<file path="src/rtl/leaf_out_arbiter.sv">
// leaf_out_arbiter: shares the leaf->BFT output link among NUM_OUT_PORTS
// output streams. Round-robin grant gated by per-port credit counters that
// mirror free space in the downstream BRAM buffers. One packet per cycle at
// most, registered onto dout_pkt; nothing is granted while resend is high.
module leaf_out_arbiter #(
   parameter int PACKET_BITS           = 49,
   parameter int NUM_OUT_PORTS         = 2,
   parameter int NUM_PORT_BITS         = 4,
   parameter int NUM_BRAM_ADDR_BITS    = 7,
   parameter int FREESPACE_UPDATE_SIZE = 64
) (
   input  logic                                 clk,
   input  logic                                 reset,
   input  logic                                 resend,
   input  logic [NUM_OUT_PORTS*PACKET_BITS-1:0] req_pkt,
   input  logic [NUM_OUT_PORTS-1:0]             req_vld,
   output logic [NUM_OUT_PORTS-1:0]             req_ack,
   input  logic                                 cred_upd_vld,
   input  logic [NUM_PORT_BITS-1:0]             cred_upd_port,
   output logic [PACKET_BITS-1:0]               dout_pkt,
   output logic [NUM_OUT_PORTS-1:0]             credit_empty
);

   // Credit counters hold 0..CMAX, so they need one bit more than the BRAM
   // address. Arithmetic is done one bit wider again so that credit + update
   // can be compared against CMAX before saturating.
   localparam int            CW       = NUM_BRAM_ADDR_BITS + 1;
   localparam logic [CW:0]   CMAX_EXT = (CW+1)'(2**NUM_BRAM_ADDR_BITS);
   localparam logic [CW:0]   UPD_EXT  = (CW+1)'(FREESPACE_UPDATE_SIZE);
   localparam logic [CW-1:0] CMAX     = CMAX_EXT[CW-1:0];
   localparam logic [NUM_PORT_BITS-1:0] LAST_PORT = NUM_PORT_BITS'(NUM_OUT_PORTS - 1);

   logic [NUM_OUT_PORTS-1:0][CW-1:0] credit_reg;
   logic [NUM_OUT_PORTS-1:0][CW-1:0] credit_next;
   logic [NUM_PORT_BITS-1:0]         rr_ptr_reg;
   logic [NUM_PORT_BITS-1:0]         rr_ptr_next;
   logic [PACKET_BITS-1:0]           dout_reg;
   logic [PACKET_BITS-1:0]           dout_next;
   logic [NUM_OUT_PORTS-1:0]         credit_empty_reg;
   logic [NUM_OUT_PORTS-1:0]         credit_empty_next;
   logic [NUM_OUT_PORTS-1:0]         elig;
   logic                             grant_any;
   logic [NUM_PORT_BITS-1:0]         grant_idx;

   // Per-port eligibility, one-hot ack decode and credit bookkeeping.
   generate
      for (genvar gi = 0; gi < NUM_OUT_PORTS; gi++) begin : g_port
         logic          dec;
         logic          inc;
         logic [CW:0]   sum;

         // A port is a candidate only with a packet, credit, and no
         // resend/reset blocking the link.
         assign elig[gi] = req_vld[gi] & (credit_reg[gi] != '0) & ~resend & ~reset;

         assign req_ack[gi] = grant_any & (grant_idx == NUM_PORT_BITS'(gi));

         // Updates addressed beyond the last port match no gi and vanish.
         assign dec = req_ack[gi];
         assign inc = cred_upd_vld & (cred_upd_port == NUM_PORT_BITS'(gi));

         // dec never exceeds credit_reg because a grant needs credit != 0.
         assign sum = {1'b0, credit_reg[gi]}
                    - {{CW{1'b0}}, dec}
                    + (inc ? UPD_EXT : '0);

         assign credit_next[gi]       = (sum > CMAX_EXT) ? CMAX : sum[CW-1:0];
         assign credit_empty_next[gi] = (credit_next[gi] == '0);
      end
   endgenerate

   // Round-robin scan starting at rr_ptr; the first eligible port wins.
   always_comb begin
      int pos;
      grant_any = 1'b0;
      grant_idx = '0;
      pos       = 0;
      for (int k = 0; k < NUM_OUT_PORTS; k++) begin
         pos = int'(rr_ptr_reg) + k;
         if (pos >= NUM_OUT_PORTS) begin
            pos = pos - NUM_OUT_PORTS;
         end
         for (int i = 0; i < NUM_OUT_PORTS; i++) begin
            if (!grant_any && (pos == i) && elig[i]) begin
               grant_any = 1'b1;
               grant_idx = NUM_PORT_BITS'(i);
            end
         end
      end
   end

   // Select the granted packet and mark it valid; idle cycles send zero.
   always_comb begin
      dout_next = '0;
      for (int i = 0; i < NUM_OUT_PORTS; i++) begin
         if (grant_any && (grant_idx == NUM_PORT_BITS'(i))) begin
            dout_next = req_pkt[i*PACKET_BITS +: PACKET_BITS];
         end
      end
      if (grant_any) begin
         dout_next[PACKET_BITS-1] = 1'b1;
      end
   end

   // Pointer moves to the port after the winner, wrapping at the last port.
   always_comb begin
      rr_ptr_next = rr_ptr_reg;
      if (grant_any) begin
         rr_ptr_next = (grant_idx == LAST_PORT) ? '0 : grant_idx + 1'b1;
      end
   end

   // State registers; reset reloads full credit and drops any packet in flight.
   always_ff @(posedge clk) begin
      if (reset) begin
         for (int i = 0; i < NUM_OUT_PORTS; i++) begin
            credit_reg[i] <= CMAX;
         end
         rr_ptr_reg       <= '0;
         dout_reg         <= '0;
         credit_empty_reg <= '0;
      end else begin
         credit_reg       <= credit_next;
         rr_ptr_reg       <= rr_ptr_next;
         dout_reg         <= dout_next;
         credit_empty_reg <= credit_empty_next;
      end
   end

   assign dout_pkt     = dout_reg;
   assign credit_empty = credit_empty_reg;

endmodule

</file>
<file path="config.mk">
export PLATFORM = sky130hd
export DESIGN_NAME = leaf_out_arbiter
export DESIGN_NICKNAME = d
export VERILOG_FILES = /design/src/rtl/leaf_out_arbiter.sv
export SDC_FILE = /design/constraint.sdc
export NUM_CORES = 1
export LEC_CHECK = 0
export BUFFER_PORTS_ARGS = -buffer_cell sky130_fd_sc_hd__buf_2
export CORE_MARGIN = 4
export CORE_UTILIZATION = 48
export CTS_CLUSTER_DIAMETER = 120
export DETAILED_ROUTE_END_ITERATION = 6
export GPL_ROUTABILITY_DRIVEN = 0
export PLACE_DENSITY = 0.85
export SLEW_MARGIN = 20
export SYNTH_ARGS = -nofsm -noshare
export SYNTH_HDL_FRONTEND = slang
export SYNTH_SLANG_ARGS = --single-unit
</file>
<file path="constraint.sdc">
create_clock -name clk -period 6.2 [get_ports clk]
set_input_delay 1.24 -clock clk [delete_from_list [all_inputs] [get_ports clk]]
set_output_delay 1.24 -clock clk [all_outputs]
set_load 0.03 [all_outputs]
</file>
# ---- Word-level counts from Yosys, hierarchy flattened
# Cells that the tools add are included.
# W data, S select, Z words.
dict set report totals {
  register_bits 71
  elab_cells 70
  out_inout_bits 53
}
dict set report op_classes {
  mux 17
  n_reduce_logical 20
  n_bitwise 12
  n_lt_le_gt_ge 4
  n_eq_ne 4
  addsub 8
}
# op n
set op_table {}
lappend op_table {{$mux W49} 2}
lappend op_table {{$eq A32 B2 Y1 const B} 2}
lappend op_table {{$logic_not A32 Y1} 2}
lappend op_table {{$mux W32} 2}
lappend op_table {{$add A9 B7 Y9} 2}
lappend op_table {{$gt A9 B8 Y1 const B} 2}
lappend op_table {{$sub A8 B1 Y9} 2}
lappend op_table {{$logic_not A8 Y1} 2}
lappend op_table {{$mux W8} 2}
lappend op_table {{$reduce_bool A8 Y1} 2}
lappend op_table {{$mux W7} 2}
lappend op_table {{$mux W4} 3}
lappend op_table {{$and A1 B1 Y1} 10}
lappend op_table {{$logic_and A1 B1 Y1} 9}
lappend op_table {{$eq A4 B1 Y1 const B} 2}
lappend op_table {{$logic_not A4 Y1} 2}
lappend op_table {{$mux W1} 6}
lappend op_table {{$sub A5 B2 Y6 const B} 1}
lappend op_table {{$add A4 B1 Y5 const B} 1}
lappend op_table {{$ge A5 B2 Y1 const B} 1}
lappend op_table {{$sub A4 B2 Y5 const B} 1}
lappend op_table {{$add A4 B1 Y4 const B} 1}
lappend op_table {{$ge A4 B2 Y1 const B} 1}
lappend op_table {{$logic_not A1 Y1} 3}
lappend op_table {{$not A1 Y1} 2}

# ---- Longest topological paths before layout
dict set report depth {
  word_depth 25
  depth_mapped 17
  mapped_depth_nobuf 16
}

# ---- Worst setup path before layout
# OpenSTA, ideal clock, no wires.
dict set report synth_path {
  path_kind {input-to-reg}
  start {input reset}
  end {register credit_reg[9] in the netlist's numbering}
  path_slack_ns 2.113
  cell_stages 13
  arrival_time_ns 3.957
  n_path_buf 2
  path_cell_list {buf_1 -> nor4_4 -> clkbuf_1 -> ha_1 -> inv_1 -> ha_1 -> inv_1 -> fa_1 -> or3b_1 -> a2111oi_0 -> a311oi_1 -> a41oi_1 -> nor3b_1}
}
dict set report synth_via {
  elab_chain_len 22
  word_cells_on_any_way 26
}
# element line_no
set synth_lines {}
lappend synth_lines {{start: declaration} 13} ;# input logic reset,
lappend synth_lines {{$not A1 Y1 (*)} 54} ;# assign elig[gi] = req_vld[gi] & (credit_reg[gi] != '0) & ~resend & ~reset;
lappend synth_lines {{$and A1 B1 Y1} 54}
lappend synth_lines {{$logic_and A1 B1 Y1} 84} ;# if (!grant_any && (pos == i) && elig[i]) begin
lappend synth_lines {{$mux W1} 84}
lappend synth_lines {{$logic_not A1 Y1} 84}
lappend synth_lines {{$logic_and A1 B1 Y1 (2 in a row)} 84}
lappend synth_lines {{$mux W1} 84}
lappend synth_lines {{$logic_not A1 Y1} 84}
lappend synth_lines {{[... 6 more ...]} n/a}
lappend synth_lines {{$mux W4} 84}
lappend synth_lines {{$eq A4 B1 Y1} 56} ;# assign req_ack[gi] = grant_any & (grant_idx == NUM_PORT_BITS'(gi));
lappend synth_lines {{$and A1 B1 Y1 (*)} 56}
lappend synth_lines {{via g_port[1].dec} 48} ;# logic dec;
lappend synth_lines {{$sub A8 B1 Y9 (*)} 64} ;# - {{CW{1'b0}}, dec}
lappend synth_lines {{$add A9 B7 Y9 (*)} 65} ;# + (inc ? UPD_EXT : '0);
lappend synth_lines {{$gt A9 B8 Y1} 67} ;# assign credit_next[gi] = (sum > CMAX_EXT) ? CMAX : sum[CW-1:0];
lappend synth_lines {{$mux W8 (*)} 67}
lappend synth_lines {{end signal: assignment} 123} ;# credit_reg <= credit_next;
lappend synth_lines {{end: declaration} 33} ;# logic [NUM_OUT_PORTS-1:0][CW-1:0] credit_reg;
# Mark *: on every way through the listed nets, which the timed path passes. The rest lies on a longest branch.
# A chain may end at the register's enable or synchronous reset.

# ---- Final worst setup path
dict set report layout_path {
  start {input req_vld[0]}
  end {output req_ack[1]}
}
dict set report layout_via {
  elab_chain_len 19
  word_cells_on_any_way 22
}
# element line_no
set layout_lines {}
lappend layout_lines {{start: declaration} 16} ;# input logic [NUM_OUT_PORTS-1:0] req_vld,
lappend layout_lines {{$and A1 B1 Y1 (*) (3 in a row)} 54}
lappend layout_lines {{$logic_and A1 B1 Y1} 84}
lappend layout_lines {{$mux W1} 84}
lappend layout_lines {{$logic_not A1 Y1} 84}
lappend layout_lines {{$logic_and A1 B1 Y1 (2 in a row)} 84}
lappend layout_lines {{$mux W1} 84}
lappend layout_lines {{$logic_not A1 Y1} 84}
lappend layout_lines {{$logic_and A1 B1 Y1 (2 in a row)} 84}
lappend layout_lines {{$mux W1} 84}
lappend layout_lines {{$logic_not A1 Y1} 84}
lappend layout_lines {{$logic_and A1 B1 Y1 (2 in a row)} 84}
lappend layout_lines {{$mux W4} 84}
lappend layout_lines {{$eq A4 B1 Y1} 56}
lappend layout_lines {{$and A1 B1 Y1 (*)} 56}
lappend layout_lines {{end: declaration} 17} ;# output logic [NUM_OUT_PORTS-1:0] req_ack,
# Every way passes the cells marked *; elsewhere a longest branch is shown, timed or not.

==> flow_summary.yaml <==
outcome:
  status: "complete, no violations"
clock_tree:
  htreeDepth: 3
  cts_buffers: 9
  clock_sinks: 68
  cts_tree: "built"
  clk_path_buf_depth: 2
  clk_pin_slew_ns: 0.08
  hold_buffers: 0
  clk-insertion-delay-late_ns: 0.35
  post-cts-setup-buffer-count: 0
  cts_root_buf: "clkbuf_8"
  cts-resized-gates: 0
finish:
  final_cells: 525
  antenna_cells: 0
  regArea_um2: 1360
  areaGrowthSynthToFinish_pct: 35.2
  largest_register_ffs: 49
  drive_gt1_frac: 0.411
  multiInputGateArea_um2: 1480
  num-fill-cells: 476
  final_nets: 577
detailed_routing:
  drtPass1Iterations: 5
  wirelength_um: 8430
  viasPerCell: 5.31
  ant_nets: 0
  avgRoutedWirePerCell_um: 16.1
  vias: 2787
  drcViolationCount: 0
  drt_iter0_markers: 87
synth:
  synth_xor_area_frac: 0.0202
  yosys.cell_count.top_type: "dfxtp_1"
  yosys.cell_types.count: 52
  ys_top_cells_by_count: "68 x dfxtp_1, 48 x a22o_1, 31 x inv_1"
  yosys.area_share.simple: 0.122
  yosysTopAreaCell: "dfxtp_1"
  synth_top_area_share: 0.449
  ys_async_sr_fraction: 0
  synth_nets: 419
  yosys_warnings: 0
  yosysSeqAreaShare: 0.449
  yosys.area_share.adder: 0.104
  synth-compound-area-share: 0.237
  synth.ff_latch_count: 68
  synthCells: 287
  syn_avg_cell_area_um2: 10.6
  ys_top_cells_by_area: "dfxtp_1 45%, a22o_1 14%, ha_1 9.1%, inv_1 3.8%, a21oi_1 1.5%"
  synth_top_flop_cell: "dfxtp_1"
  synth_top_family_by_area: "compound AO/OA/AOI/OAI gates"
  syn_area_um2: 3030
  synth_mux_area_frac: 0.00330
  synth_edf_count: 0
timing:
  post-route-period-util: 0.616
  fmax_ghz: 0.262
  rsz0062_at_grt: "false"
  worst_pin_slew_ns: 0.501
  finalClockSkew_ns: 0.0124
  slew-limit-headroom: 0.666
  drv_slew: 0
  setup_viol: 0
  fin_hold_ws_ns: 0.536
  fin_ws_ns: 2.38
  hold_viol: 0
  setup_tns_ns: 0
  fin_crit_ns: 3.82
critical_path:
  required_ns: 4.96
  cp_max_fo: 49
  critPathKind: "in2out"
  critPathLaunchType: "input pin"
  crit_path_max_incr_delay_ns: 0.48
  arrival_ns: 2.58
  worstPathCellList: "buf_2, o31ai_4, nor2_1, nor4_4, buf_4, buf_2"
  crit_family: "buffers and inverters"
  path_buf_inv: 3
  endpoint_kind: "output pin"
  cpMostUsedCell: "buf_2"
  slowest_stage: "buf_4"
run:
  cap_violations: 0
floorplanning:
  initial_core_util: 0.503
  chipHeight_um: 87.5
  rows: 28
  die_w_um: 87.5
  floorplan.die_area_um2: 7650
  num_io_pins: 161
  core_area_um2: 6030
place:
  place_ws_ns: 2.11
  portBuffers: 158
  post-dp-hpwl_um: 6740
  dp_cells: 509
power_and_ir_drop:
  power_density_nw_per_um2: 445
  power.leakage_uw: 0.00205
  ir_drop_mv: 0.244
global_route:
  grt_start_max_net_pins: 50
  antenna_found_initial: 0
  track_usage: 0.216
  grt_pass1_vias: 2789
  grt_overflow: 0
  grt_pass1_wl_um: 12800
worst_hold_path:
  hold_path_class: "reg2reg"
-- through the flow --
stage,area [um^2],util,power (uW)
2_1_floorplan,3030,-,1170
3_3_place_gp,3850,0.639,1340
3_5_place_dp,3850,0.639,1370
4_1_cts,4100,0.681,1820
5_1_grt,4100,0.681,1950
6_report,4100,0.681,1820
-- path summary, 6_finish.rpt --
| path | depth (start not counted) | start | to | slack [ns] |
|---|---|---|---|---|
| max | 6 | req_vld[0] | req_ack[1] | 2.38 |
| min | 2 | rr_ptr_reg[0]$_SDFFE_PP0P_ | rr_ptr_reg[0]$_SDFFE_PP0P_ | 0.54 |
| max reg2reg | 16 | credit_reg[2]$_SDFF_PP0_ | credit_reg[10]$_SDFF_PP0_ | 2.67 |
| min reg2reg | 2 | rr_ptr_reg[0]$_SDFFE_PP0P_ | rr_ptr_reg[0]$_SDFFE_PP0P_ | 0.54 |
-- tightest hold or removal path: cells and delay by family, from the launching register on --
family | cells | cell delay (ns)
AO/OA/AOI/OAI | 2 | 0.16
flip-flops | 1 | 0.33
-- final cells by class --
cell class | instances | share of cell area
inverters | 31 | 0.0284
well taps | 75 | 0.0229
flip-flops and latches | 68 | 0.332
clock buffers | 9 | 0.0302
repair buffers | 160 | 0.196
clock inverters | 7 | 0.0305
multi-input cells | 175 | 0.360
-- where the power goes --
group / internal [uW] / switching, uW / leakage, uW / total (uW)
Sequential: 500 / 30.5 / 0.000555 / 530
Combinational: 339 / 504 / 0.00137 / 843
Clock: 270 / 181 / 0.000124 / 451
Total: 1110 / 716 / 0.00205 / 1820
-- kinds of logic after synthesis --
kind of cell / after synthesis
xor gates and xnor gates: 7
adders and majority gates: 24
muxes: 1
buffers and inverters: 44
AOI/OAI and AO/OA: 87
DFF: 68
and+or+nand+nor: 56
-- routing by layer --
layer,global-route usage,part of all wire,wire [um],up-vias
li1,-,-,-,1372
met3,0.0435,0.077,652,13
met4,0.0767,0.014,118,0
met5,0,0,0,-
met2,0.390,0.52,4380,106
met1,0.249,0.39,3280,1296
-- layout by cell type, fill, tap and decap left out, types with 4 or more instances in the layout --
master | synthesis | final
nor2_1 | 12 | 12
nand2_1 | 6 | 6
a22o_1 | 48 | 48
dfxtp_1 | 68 | 68
buf_2 | 4 | 158
o21ai_0 | 4 | 4
a211oi_1 | 4 | 4
nand2b_1 | 5 | 5
clkbuf_8 | 0 | 9
nor3_1 | 8 | 8
clkinv_4 | 0 | 4
xnor2_1 | 5 | 5
inv_1 | 31 | 31
ha_1 | 22 | 22
a21oi_1 | 9 | 9
Power figures use the tool's default switching activity.
